<file path="config.mk">
export PLATFORM = sky130hd
export DESIGN_NAME = product_deserializer
export DESIGN_NICKNAME = d
export VERILOG_FILES = /design/src/rtl/product_deserializer.sv
export SDC_FILE = /design/constraint.sdc
export NUM_CORES = 1
export LEC_CHECK = 0
export ABC_AREA = 1
export CAP_MARGIN = 0
export CORE_ASPECT_RATIO = 0.6
export CORE_MARGIN = 2
export CORE_UTILIZATION = 40
export CTS_BUF_LIST = sky130_fd_sc_hd__clkbuf_4
export CTS_CLUSTER_DIAMETER = 120
export DETAILED_ROUTE_END_ITERATION = 16
export GPL_TIMING_DRIVEN = 0
export HOLD_SLACK_MARGIN = 0.06
export MAX_ROUTING_LAYER = met4
export SLEW_MARGIN = 20
export SYNTH_ARGS = -nofsm -noshare
export SYNTH_HDL_FRONTEND = slang
export SYNTH_SLANG_ARGS = --single-unit
</file>
<file path="constraint.sdc">
create_clock -name CLK -period 1.85 [get_ports CLK]
set_input_delay 0.37 -clock CLK [delete_from_list [all_inputs] [get_ports CLK]]
set_output_delay 0.37 -clock CLK [all_outputs]
set_load 0.1 [all_outputs]
</file>
<file path="src/rtl/product_deserializer.sv">
// ---------------------------------------------------------------------------
// product_deserializer
//
// Downstream stage of the bit-serial 4-bit multiplier. It samples the serial
// product stream (LSB first), framed by a START strobe, and assembles
// PWIDTH-bit parallel words. Each completed word is offered through a
// one-entry holding register with a VALID/READY handshake. Sticky overrun
// and framing-error flags and a completed-word counter are kept for the
// sequencer.
//
// Handshake: a word in the holding register is transferred when P_VALID and
// P_READY are both high at a rising CLK edge. P is held stable while P_VALID
// is high and the word has not been taken. A new word may be loaded at the
// same edge that drains the old one, so there is no bubble.
//
// Ports
//   CLK        in   1       clock, all state changes on rising edge
//   RST        in   1       asynchronous, active-high reset
//   O          in   1       serial product bit, LSB first
//   START      in   1       O carries bit 0 of a new frame this cycle
//   P          out  PWIDTH  parallel product word in holding register
//   P_VALID    out  1       holding register full
//   P_READY    in   1       consumer accepts P
//   OVF        out  1       sticky: completed word dropped (register full)
//   FERR       out  1       sticky: START seen mid-frame
//   CLR_ERR    in   1       synchronous clear of OVF and FERR
//   WCNT       out  CNT_W   words loaded into holding register, wraps
//   state_dbg  out  1       FSM state (0 = IDLE, 1 = SHIFT)
// ---------------------------------------------------------------------------
module product_deserializer #(
  parameter int PWIDTH = 8,
  parameter int CNT_W  = 8
) (
  input  logic              CLK,
  input  logic              RST,
  input  logic              O,
  input  logic              START,
  output logic [PWIDTH-1:0] P,
  output logic              P_VALID,
  input  logic              P_READY,
  output logic              OVF,
  output logic              FERR,
  input  logic              CLR_ERR,
  output logic [CNT_W-1:0]  WCNT,
  output logic              state_dbg
);

  localparam int BW = (PWIDTH > 2) ? $clog2(PWIDTH) : 1;
  localparam logic [BW-1:0] LAST_BIT = BW'(PWIDTH - 1);

  typedef enum logic {
    IDLE  = 1'b0,
    SHIFT = 1'b1
  } state_t;

  state_t              state;
  logic [BW-1:0]       bitcnt;
  // Bit PWIDTH-1 is never stored: it is taken straight from O on completion.
  logic [PWIDTH-2:0]   shift_q;

  logic                complete;
  logic                load;
  logic                ovf_set;
  logic                ferr_set;
  logic [PWIDTH-1:0]   word;

  always_comb begin
    complete = 1'b0;
    ferr_set = 1'b0;
    if (state == SHIFT) begin
      ferr_set = START;
      complete = !START && (bitcnt == LAST_BIT);
    end
    word    = {O, shift_q};
    // A full register still accepts the new word if it drains this edge.
    load    = complete && (!P_VALID || P_READY);
    ovf_set = complete && P_VALID && !P_READY;
  end

  always_ff @(posedge CLK or posedge RST) begin
    if (RST) begin
      state   <= IDLE;
      bitcnt  <= '0;
      shift_q <= '0;
      P       <= '0;
      P_VALID <= 1'b0;
      OVF     <= 1'b0;
      FERR    <= 1'b0;
      WCNT    <= '0;
    end else begin
      // Frame assembly
      case (state)
        IDLE: begin
          if (START) begin
            shift_q[0] <= O;
            bitcnt     <= BW'(1);
            state      <= SHIFT;
          end
        end
        SHIFT: begin
          if (START) begin
            // Restart: the partial frame is abandoned, O is bit 0 again.
            shift_q[0] <= O;
            bitcnt     <= BW'(1);
          end else if (complete) begin
            bitcnt <= '0;
            state  <= IDLE;
          end else begin
            shift_q[bitcnt] <= O;
            bitcnt          <= bitcnt + BW'(1);
          end
        end
        default: begin
          state  <= IDLE;
          bitcnt <= '0;
        end
      endcase

      // Holding register
      if (load) begin
        P       <= word;
        P_VALID <= 1'b1;
        WCNT    <= WCNT + CNT_W'(1);
      end else if (P_VALID && P_READY) begin
        P_VALID <= 1'b0;
      end

      // Sticky flags: a set event in the same cycle beats the clear.
      OVF  <= (OVF  && !CLR_ERR) || ovf_set;
      FERR <= (FERR && !CLR_ERR) || ferr_set;
    end
  end

  assign state_dbg = state;

endmodule

</file>
==> summary.md <==
| Metric | Value |
|---|---|
| Int Power | 1.20 mW |
| Worst slew pin tran | 0.615 ns |
| Final routed DRC violation total | 0 |
| Diode count | 0 |
| Post-Syn Instances | 164 |
| Min-delay worst type | input port to async pin |
| CP required | 1.48 ns |
| PwrDens | 1300 nW/um^2 |
| # IOs | 26 |
| Die width | 81.2 um |
| Synthesized cell area | 1430 um^2 |
| Port Buffer Count | 25 |
| Cts hold-fix bufs | 0 |
| CP Capture Type | output pin |
| Post-layout nets | 205 |
| Final period util | 0.956 |
| Reg2Reg Depth | 8 |
| FMAX | 565 MHz |
| Worst-path clk slew | 0.10 ns |
| First-pass GRT wire length | 5290 um |
| Family with the most delay on the worst path | buffers and inverters |
| Flops & latches, synth | 30 |
| Setup CP Type | flip-flop to output pin |
| Min Hold Slack | 0.431 ns |
| CTS tree | built |
| Sequential area share after synthesis | 0.524 |
| Total grt overflow | 0 |
| CP Max Fanout | 5 |
| Max_slew headroom | 0.589 |
| Height of the die | 50.3 um |
| Post-CTS setup buffer count | 0 |
| Critical path's largest stage delay | 0.59 ns |
| Vias in the first global route | 1112 |
| Crit-path cells | clkdlybuf4s15_2 |
| Vias/cell | 4.68 |
| Max-Cap Viols | 0 |
| WP buf/inv | 1 |
| Die area | 4090 um^2 |
| Clk_skew | 0.00867 ns |
| Worst setup SP type | flip-flop |
| WL final | 2900 um |
| Worst R2R Start | bitcnt[0] |
| # rows | 16 |
| VDD IR max | 0.884 mV |
| H-tree Lvls | 2 |
| DR iter-0 viols | 73 |
| Tmin final | 1.77 ns |
| Max Slew Vio Count | 0 |
| Flop-to-flop setup slack | 0.16 ns |
| Final hold violation count | 0 |
| First-pass detailed-route iteration total | 4 |
| Slowest CP cell | clkdlybuf4s15_2 |
| All-Layer GR Usage | 0.178 |
| Clock Path Buffers | 2 |
| Routed via count | 1133 |
| WL/cell | 12.0 um |
| CP Data Arrival Time | 1.40 ns |
| Area of the core | 3340 um^2 |
| Detailed Place HPWL | 2120 um |
| RD Place Congestion | 0.847 |
| Clock root buffer | clkbuf_4 |
| Skew-Pair Late Insertion Delay | 0.33 ns |
| Sw Share | 0.492 |
| Total CTS buffers | 5 |
| Share of cells above drive strength 1 | 0.213 |
| Net switching power | 1.16 mW |
| Syn-to-layout area delta | 26.9% |
| RR Endpoint | shift_q[3] |
| Antenna viol nets, final | 0 |
| RSZ-0062 raised after global routing | false |
| Cell variety after synth | 23 |
| Final setup vio count | 0 |
| P_leak | 0.875 nW |
| Critical Path Stages | 1 |
| Initial Util | 0.428 |
| Initial antenna violation count | 0 |
| Overall Power | 2.37 mW |
| Combinational power share | 0.445 |
| Clock network fraction of design power | 0.163 |
| Syn. warnings | 0 |
| Clock Sinks | 30 |
| Syn_area_per_cell | 8.73 um^2 |
| Largest net degree at the start of global routing | 31 |
| Outcome | finished clean |
| Fillers | 331 |
| Post-synth net total | 173 |
| Sequential share of power | 0.392 |
==> routing by layer <==
metal,wire [um],share of wire,track usage
met2,1230,0.42,0.248
met4,12,0.0041,0.0424
met5,0,0,-
met3,135,0.046,0.0594
met1,1530,0.53,0.252
==> power groups by stage <==
stage | combinational, mW | sequential, mW | clock, mW
global route | 1.13 | 0.955 | 0.432
CTS | 1.06 | 0.927 | 0.397
global placement | 1.07 | 0.933 | 0
finish | 1.05 | 0.929 | 0.385
floorplan | 0.242 | 1.52 | 0
detailed placement | 1.08 | 0.938 | 0
==> placed cells by master, fill, tap and decap left out <==
cell type	synthesis	routed
nor2_1	7	7
buf_8	2	2
a21oi_1	1	1
nand3_4	1	1
nand2_2	3	3
inv_2	2	3
nand3_2	1	1
clkdlybuf4s50_1	0	5
nor2_8	2	2
clkbuf_4	0	6
o21ai_2	1	1
o21ai_1	5	5
nand2_4	1	1
nand2_1	64	64
clkinv_1	0	1
clkinv_2	0	1
o22ai_1	2	2
nor3_1	2	2
xor2_1	1	1
clkdlybuf4s15_2	0	20
nor2_4	1	1
dfrtp_1	30	30
o21ai_0	6	6
nand3_1	9	9
inv_1	17	16
nand4_1	1	1
nand3b_1	2	2
ha_1	3	3
==> sequential cells by signal, summed over array words and instances (netlist names) <==
signal and cells:
FERR 1, OVF 1, P 8, P_VALID 1, WCNT 8, bitcnt 3, shift_q 7, state_dbg 1
==> timing repair <==
item                                    4_1_cts  5_1_grt
gates resized for setup                      60        0
endpoints found under the setup margin       20        0
endpoints found under the hold margin         0        0
==> kinds of logic (layout without fill, tap and decap cells) <==
group,after synthesis,after routing,share of synthesized area
xor+xnor,1,1,0.00612
compound gates,15,15,0.0568
fa+ha+maj,3,3,0.0262
buf+inv,21,54,0.0708
flops,30,30,0.524
simple gates,94,94,0.316
==> worst max path at each step <==
stage / from / slack, ns / to
floorplan: P_VALID / 0.02 / WCNT[6]
global placement: state_dbg / -0.14 / state_dbg
detailed placement: state_dbg / -0.14 / state_dbg
CTS: state_dbg / 0.07 / state_dbg
global route: state_dbg / 0.01 / state_dbg
finish: state_dbg / 0.08 / state_dbg
==> cell type report <==
class                      count  area, um^2  share of cell area
inverter                      19        71.3              0.0393
clock buffer                   6        45.0              0.0248
timing repair buffer          25         275               0.152
tap                           45        56.3              0.0310
sequential                    30         751               0.413
clock inverter                 2        8.76             0.00482
buffer                         2        30.0              0.0165
multi-input combinational    113         579               0.319
==> per-stage QoR <==
stage | worst slack [ns] | instances | setup TNS (ns) | cell area [um^2] | util
2_1_floorplan | 0.0215 | 164 | 0 | 1430 | -
3_3_place_gp | -0.137 | 234 | -0.642 | 1740 | 0.520
3_5_place_dp | -0.141 | 234 | -0.693 | 1740 | 0.520
4_1_cts | 0.0676 | 242 | 0 | 1820 | 0.543
5_1_grt | 0.0142 | 242 | 0 | 1820 | 0.543
6_report | 0.0808 | 242 | 0 | 1820 | 0.543
==> cell usage after synthesis (all sizes together) <==
cell / instances / share of area
nand3: 11 / 0.051
buf: 2 / 0.021
o22ai: 2 / 0.0087
a21oi: 1 / 0.0035
nand4: 1 / 0.0044
nor3: 2 / 0.0070
nand3b: 2 / 0.010
o21ai: 12 / 0.045
dfrtp: 30 / 0.52
nand2: 68 / 0.19
nor2: 10 / 0.054
inv: 19 / 0.050
xor2: 1 / 0.0061
ha: 3 / 0.026
Power figures use the tool's default switching activity.
